==> src/rtl/idecode32.sv <==
// ---------------------------------------------------------------------------
// idecode32 -- instruction decode / register-file stage of the single-cycle
// MIPS32 core.
//
// Splits the fetched instruction into rs/rt/rd indices and a 32-bit
// immediate, and holds the 32x32 GPR file. There are two combinational read
// ports plus a combinational debug port. Write-back selects between ALU
// result, load data, or the JAL return address.
//
// Parameters:
//   SP_INIT      reset value of $29 (stack pointer)
//
// Ports:
//   clock        in   system clock, GPR writes on rising edge
//   reset        in   asynchronous active-low reset
//   Instruction  in   [31:0] instruction from fetch
//   opcplus4     in   [31:0] JAL return value, written verbatim into $31
//   ALU_result   in   [31:0] execute-unit result
//   read_data    in   [31:0] data-memory load data
//   Jal          in   JAL write-back select (forces a write to $31)
//   RegWrite     in   write enable from control
//   RegDst       in   1 = destination rd, 0 = destination rt
//   MemtoReg     in   1 = write read_data, 0 = write ALU_result
//   read_data_1  out  [31:0] GPR[rs] (also the jr target for fetch)
//   read_data_2  out  [31:0] GPR[rt]
//   imme_extend  out  [31:0] zero/sign-extended Instruction[15:0]
//   dbg_addr     in   [4:0] debug read index
//   dbg_data     out  [31:0] GPR[dbg_addr]
// ---------------------------------------------------------------------------
module idecode32 #(
    parameter logic [31:0] SP_INIT = 32'h0000_0000
) (
    input  logic        clock,
    input  logic        reset,
    input  logic [31:0] Instruction,
    input  logic [31:0] opcplus4,
    input  logic [31:0] ALU_result,
    input  logic [31:0] read_data,
    input  logic        Jal,
    input  logic        RegWrite,
    input  logic        RegDst,
    input  logic        MemtoReg,
    output logic [31:0] read_data_1,
    output logic [31:0] read_data_2,
    output logic [31:0] imme_extend,
    input  logic [4:0]  dbg_addr,
    output logic [31:0] dbg_data
);

    // Only $1..$31 are stored; $0 is the constant zero.
    logic [31:0] r_regs [31:1];

    logic [5:0]  w_opcode;
    logic [4:0]  w_rs;
    logic [4:0]  w_rt;
    logic [4:0]  w_rd;
    logic [15:0] w_imm;
    logic        w_zext;
    logic [4:0]  w_waddr;
    logic [31:0] w_wdata;
    logic        w_we;

    assign w_opcode = Instruction[31:26];
    assign w_rs     = Instruction[25:21];
    assign w_rt     = Instruction[20:16];
    assign w_rd     = Instruction[15:11];
    assign w_imm    = Instruction[15:0];

    // Logical immediates (andi/ori/xori) zero-extend; everything else,
    // sltiu included, sign-extends.
    assign w_zext      = (w_opcode == 6'h0C) || (w_opcode == 6'h0D) || (w_opcode == 6'h0E);
    assign imme_extend = w_zext ? {16'h0000, w_imm} : {{16{w_imm[15]}}, w_imm};

    // Jal dominates both selects and forces the write on its own.
    assign w_waddr = Jal ? 5'd31 : (RegDst ? w_rd : w_rt);
    assign w_wdata = Jal ? opcplus4 : (MemtoReg ? read_data : ALU_result);
    assign w_we    = RegWrite | Jal;

    // Reads are unbypassed: a same-cycle write becomes visible after the edge.
    assign read_data_1 = (w_rs     == 5'd0) ? 32'h0 : r_regs[w_rs];
    assign read_data_2 = (w_rt     == 5'd0) ? 32'h0 : r_regs[w_rt];
    assign dbg_data    = (dbg_addr == 5'd0) ? 32'h0 : r_regs[dbg_addr];

    always_ff @(posedge clock or negedge reset) begin
        if (!reset) begin
            for (int i = 1; i < 32; i++) begin
                r_regs[i] <= (i == 29) ? SP_INIT : 32'h0;
            end
        end else if (w_we && (w_waddr != 5'd0)) begin
            r_regs[w_waddr] <= w_wdata;
        end
    end

endmodule
==> config.mk <==
export PLATFORM = sky130hd
export DESIGN_NAME = idecode32
export DESIGN_NICKNAME = d
export VERILOG_FILES = /design/src/rtl/idecode32.sv
export SDC_FILE = /design/constraint.sdc
export NUM_CORES = 2
export LEC_CHECK = 0
export ABC_CLOCK_PERIOD_IN_PS = 2100
export BUFFER_PORTS_ARGS = -buffer_cell sky130_fd_sc_hd__buf_2
export CORE_ASPECT_RATIO = 0.7
export CORE_UTILIZATION = 35
export DETAILED_ROUTE_END_ITERATION = 16
export SLEW_MARGIN = 25
export SYNTH_ARGS = -nofsm -noshare
export SYNTH_HDL_FRONTEND = slang
export SYNTH_SLANG_ARGS = --single-unit
==> constraint.sdc <==
create_clock -name clock -period 2.1 [get_ports clock]
set_input_delay 0.105 -clock clock [delete_from_list [all_inputs] [get_ports clock]]
set_output_delay 0.105 -clock clock [all_outputs]
set_load 0.005 [all_outputs]
==> flow_summary_export.csv <==
group,metric,value,unit
logic_synthesis,syn_inst,4618,
route,vias,48800,
floorplan,num_rows,129,
hold_path,min_path_type,"input port to flip-flop",
outcome,outcome,"complete, but fails checks",
finish,multiInputGateArea,37300,um^2
hold_path,hold_path_depth,5,
worst_setup_path,worst_setup_path_start_kind,"flip-flop",
finish,fin_nets,5413,
timing,relSlewSlack,28.2,%
grt,grt_pass1_vias,48700,
grt,grt_max_degree,102,
timing,period_share,131,%
finish,syn_to_final_growth,26.5,%
placed_design,portBuffers,244,
route,wl_per_cell,32.9,um
finish,fillCellCount,15800,
logic_synthesis,synth_area,62900,um^2
logic_synthesis,yosys_warnings,0,
worst_setup_path,critPathKind,"flip-flop to output pin",
worst_setup_path,end_kind,"output pin",
route,wl,254,mm
clock_network,clock_path_buffers,3,
floorplan,start_util,35.4,%
timing,finalHoldViolations,0,
outcome,violations,"negative setup slack",
worst_setup_path,critPathRequiredTime,2000,ps
floorplan,core,178000,um^2
timing,holdWs,63.3,ps
placed_design,hpwl,172,mm
route,avgViaCountPerCell,6.32,
finish,regArea,24800,um^2
clock_network,path_clk_slew,70,ps
worst_setup_path,cp_max_fo,4,
logic_synthesis,async_flop_share,100,%
finish,top_regs,"r_regs: 992 flops",
clock_network,cts_tree,"yes",
power_and_ir_drop,p_leak,35.6,nW
grt,grt_pass1_wl,364,mm
timing,setup_slack,-647,ps
power_and_ir_drop,total_power,0.0648,W
floorplan,io_pins,267,
logic_synthesis,synth_area_leader_cell,"dfrtp_1",
clock_network,clock_sink_count,992,
timing,worst_slew_pin_slew,1070,ps
grt,grt_usage,27.7,%
route,postRouteAntennaNets,0,
worst_setup_path,worstPathArrival,2640,ps
logic_synthesis,synth_ff_type,"dfrtp_1",
route,drt_iter0_drc,5471,
timing,post-route-min-period,2750,ps
timing,drv_slew,0,
timing,max_freq,0.364,GHz
finish,drive_above_1_share,57.1,%
grt,antenna_found_initial,16,
route,drc,0,
grt,grt_remaining_overflow,0,
finish,regMostFlops,"r_regs",
logic_synthesis,ys_top_cells_by_area,"dfrtp_1 (39%), mux4_2 (18%), mux2_2 (17%)",
logic_synthesis,mappedNetlistNets,4757,
timing,final-setup-viol-count,96,
finish,largest_reg_flops,992,
power_and_ir_drop,p_per_area,815,nW/um^2
logic_synthesis,synth-seq-cells,992,
floorplan,die_w,509,um
logic_synthesis,synth_enable_flop_cells,0,
timing,skew,0,ps
timing,rsz0062_at_grt,"yes",
logic_synthesis,yosysMostFrequentCell,"dfrtp_1",
logic_synthesis,synth_top_cell_area_share,39.5,%
logic_synthesis,syn_area_per_cell,13.6,um^2
logic_synthesis,yosysSeqAreaShare,39.5,%
clock_network,cts-htree-levels,3,
placed_design,gp_congestion,0.910,
clock_network,clock-root-buffer,"clkbuf_16",
floorplan,fp.dieH,357,um
logic_synthesis,synth_cell_type_count,47,
floorplan,dieArea,181000,um^2
clock_network,cts_made_buffers,103,
job,drv_cap,0,
worst_setup_path,reg2reg_depth,3,
route,dr.pass1.iters,6,
power_and_ir_drop,peakVddDrop,806,uV
clock_network,insertion_delay,770,ps
logic_synthesis,ys_top_cells_by_count,"dfrtp_1 (992), mux2_2 (936), mux4_2 (498)",
[final timing paths]
check                                   startpoint                 endpoint  slack, ps
max                        r_regs[311]$_DFFE_PN0P_          read_data_2[23]       -650
min                                    opcplus4[1]  r_regs[257]$_DFFE_PN0P_         60
max reg2reg                r_regs[905]$_DFFE_PN0P_  r_regs[905]$_DFFE_PN0P_       1020
min reg2reg                r_regs[871]$_DFFE_PN0P_  r_regs[871]$_DFFE_PN0P_        540
max in group asynchronous                    reset  r_regs[626]$_DFFE_PN0P_        330
min in group asynchronous                    reset  r_regs[663]$_DFFE_PN0P_        870
[critical path: stages, from the launching register on]
cell	delay, ps
dfrtp_1	440
mux4_2	500
mux4_2	470
mux2_4	340
buf_6	140
[per-layer routing]
layer	GRT usage (%)	up-vias	wire (um)
met2	40.1	2875	108000
met5	0.386	-	207
met3	6.98	586	26000
met4	11.5	18	11700
met1	39.3	25900	108000
li1	-	19500	-
[layout make-up]
class,count,area share [%]
multi-input combinational,3065,46.9
sequential,992,31.2
timing repair buffer,1110,13.7
clock buffer,145,3.76
tap,2358,3.71
clock inverter,45,0.705
inverter,2,0.00944
antenna,3,0.00944
[per-stage QoR]
step,std cells,area [um^2],util (%),setup slack [ps],TNS [ps]
2_1_floorplan,4618,62900,-,40.7,0
3_3_place_gp,7337,72800,41.0,-553,-66350
3_5_place_dp,7338,72800,41.0,-511,-78000
4_1_cts,7673,78900,44.4,-679,-44660
5_1_grt,7719,79500,44.8,-695,-46470
6_report,7720,79500,44.8,-647,-41610
[cell usage in the layout, fill, tap and decap left out, types with 20 or more instances in the layout]
| cell type | Yosys | layout |
|---|---|---|
| mux2_2 | 936 | 922 |
| mux2_1 | 74 | 74 |
| o21ai_2 | 0 | 72 |
| clkbuf_8 | 0 | 23 |
| clkinv_2 | 0 | 20 |
| nand2_1 | 60 | 57 |
| mux4_2 | 498 | 498 |
| nand3_1 | 87 | 64 |
| a221o_1 | 22 | 21 |
| clkbuf_16 | 0 | 104 |
| buf_12 | 0 | 212 |
| buf_2 | 177 | 196 |
| buf_6 | 10 | 74 |
| nand4_1 | 21 | 21 |
| a22o_1 | 200 | 200 |
| a21oi_1 | 24 | 24 |
| mux2_4 | 91 | 105 |
| o31ai_4 | 0 | 40 |
| o22ai_1 | 65 | 64 |
| a211oi_1 | 65 | 54 |
| buf_4 | 36 | 613 |
| dfrtp_1 | 992 | 991 |
| and2_1 | 67 | 60 |
| a22oi_1 | 108 | 108 |
| mux2i_1 | 486 | 484 |
| nand2b_4 | 0 | 21 |
[power by group]
part           switching (W)  internal (W)  leakage (nW)  total [W]
registers            0.00342        0.0225          13.1     0.0259
logic                0.00828        0.0109          20.8     0.0192
clock network        0.00871        0.0110          1.73     0.0197
[repair_timing]
action	in CTS	in global routing
endpoints found under the setup margin	96	96
hold buffers	8	0
gates resized for setup	321	62
pin swaps	155	59
cloned	0	0
hold endpoints to repair	1044	0
setup buffers	167	49
[kinds of logic (layout without fill, tap and decap cells)]
logic type | count (synthesis) | in the layout | share of synthesized area (%)
flops | 992 | 992 | 39.5
mux | 2085 | 2085 | 45.8
compound gates | 657 | 657 | 7.74
other cells | 0 | 3 | 0
simple gates | 323 | 323 | 2.91
buf+inv | 561 | 1302 | 4.04
Note: power is estimated with default switching activity, not from simulation.
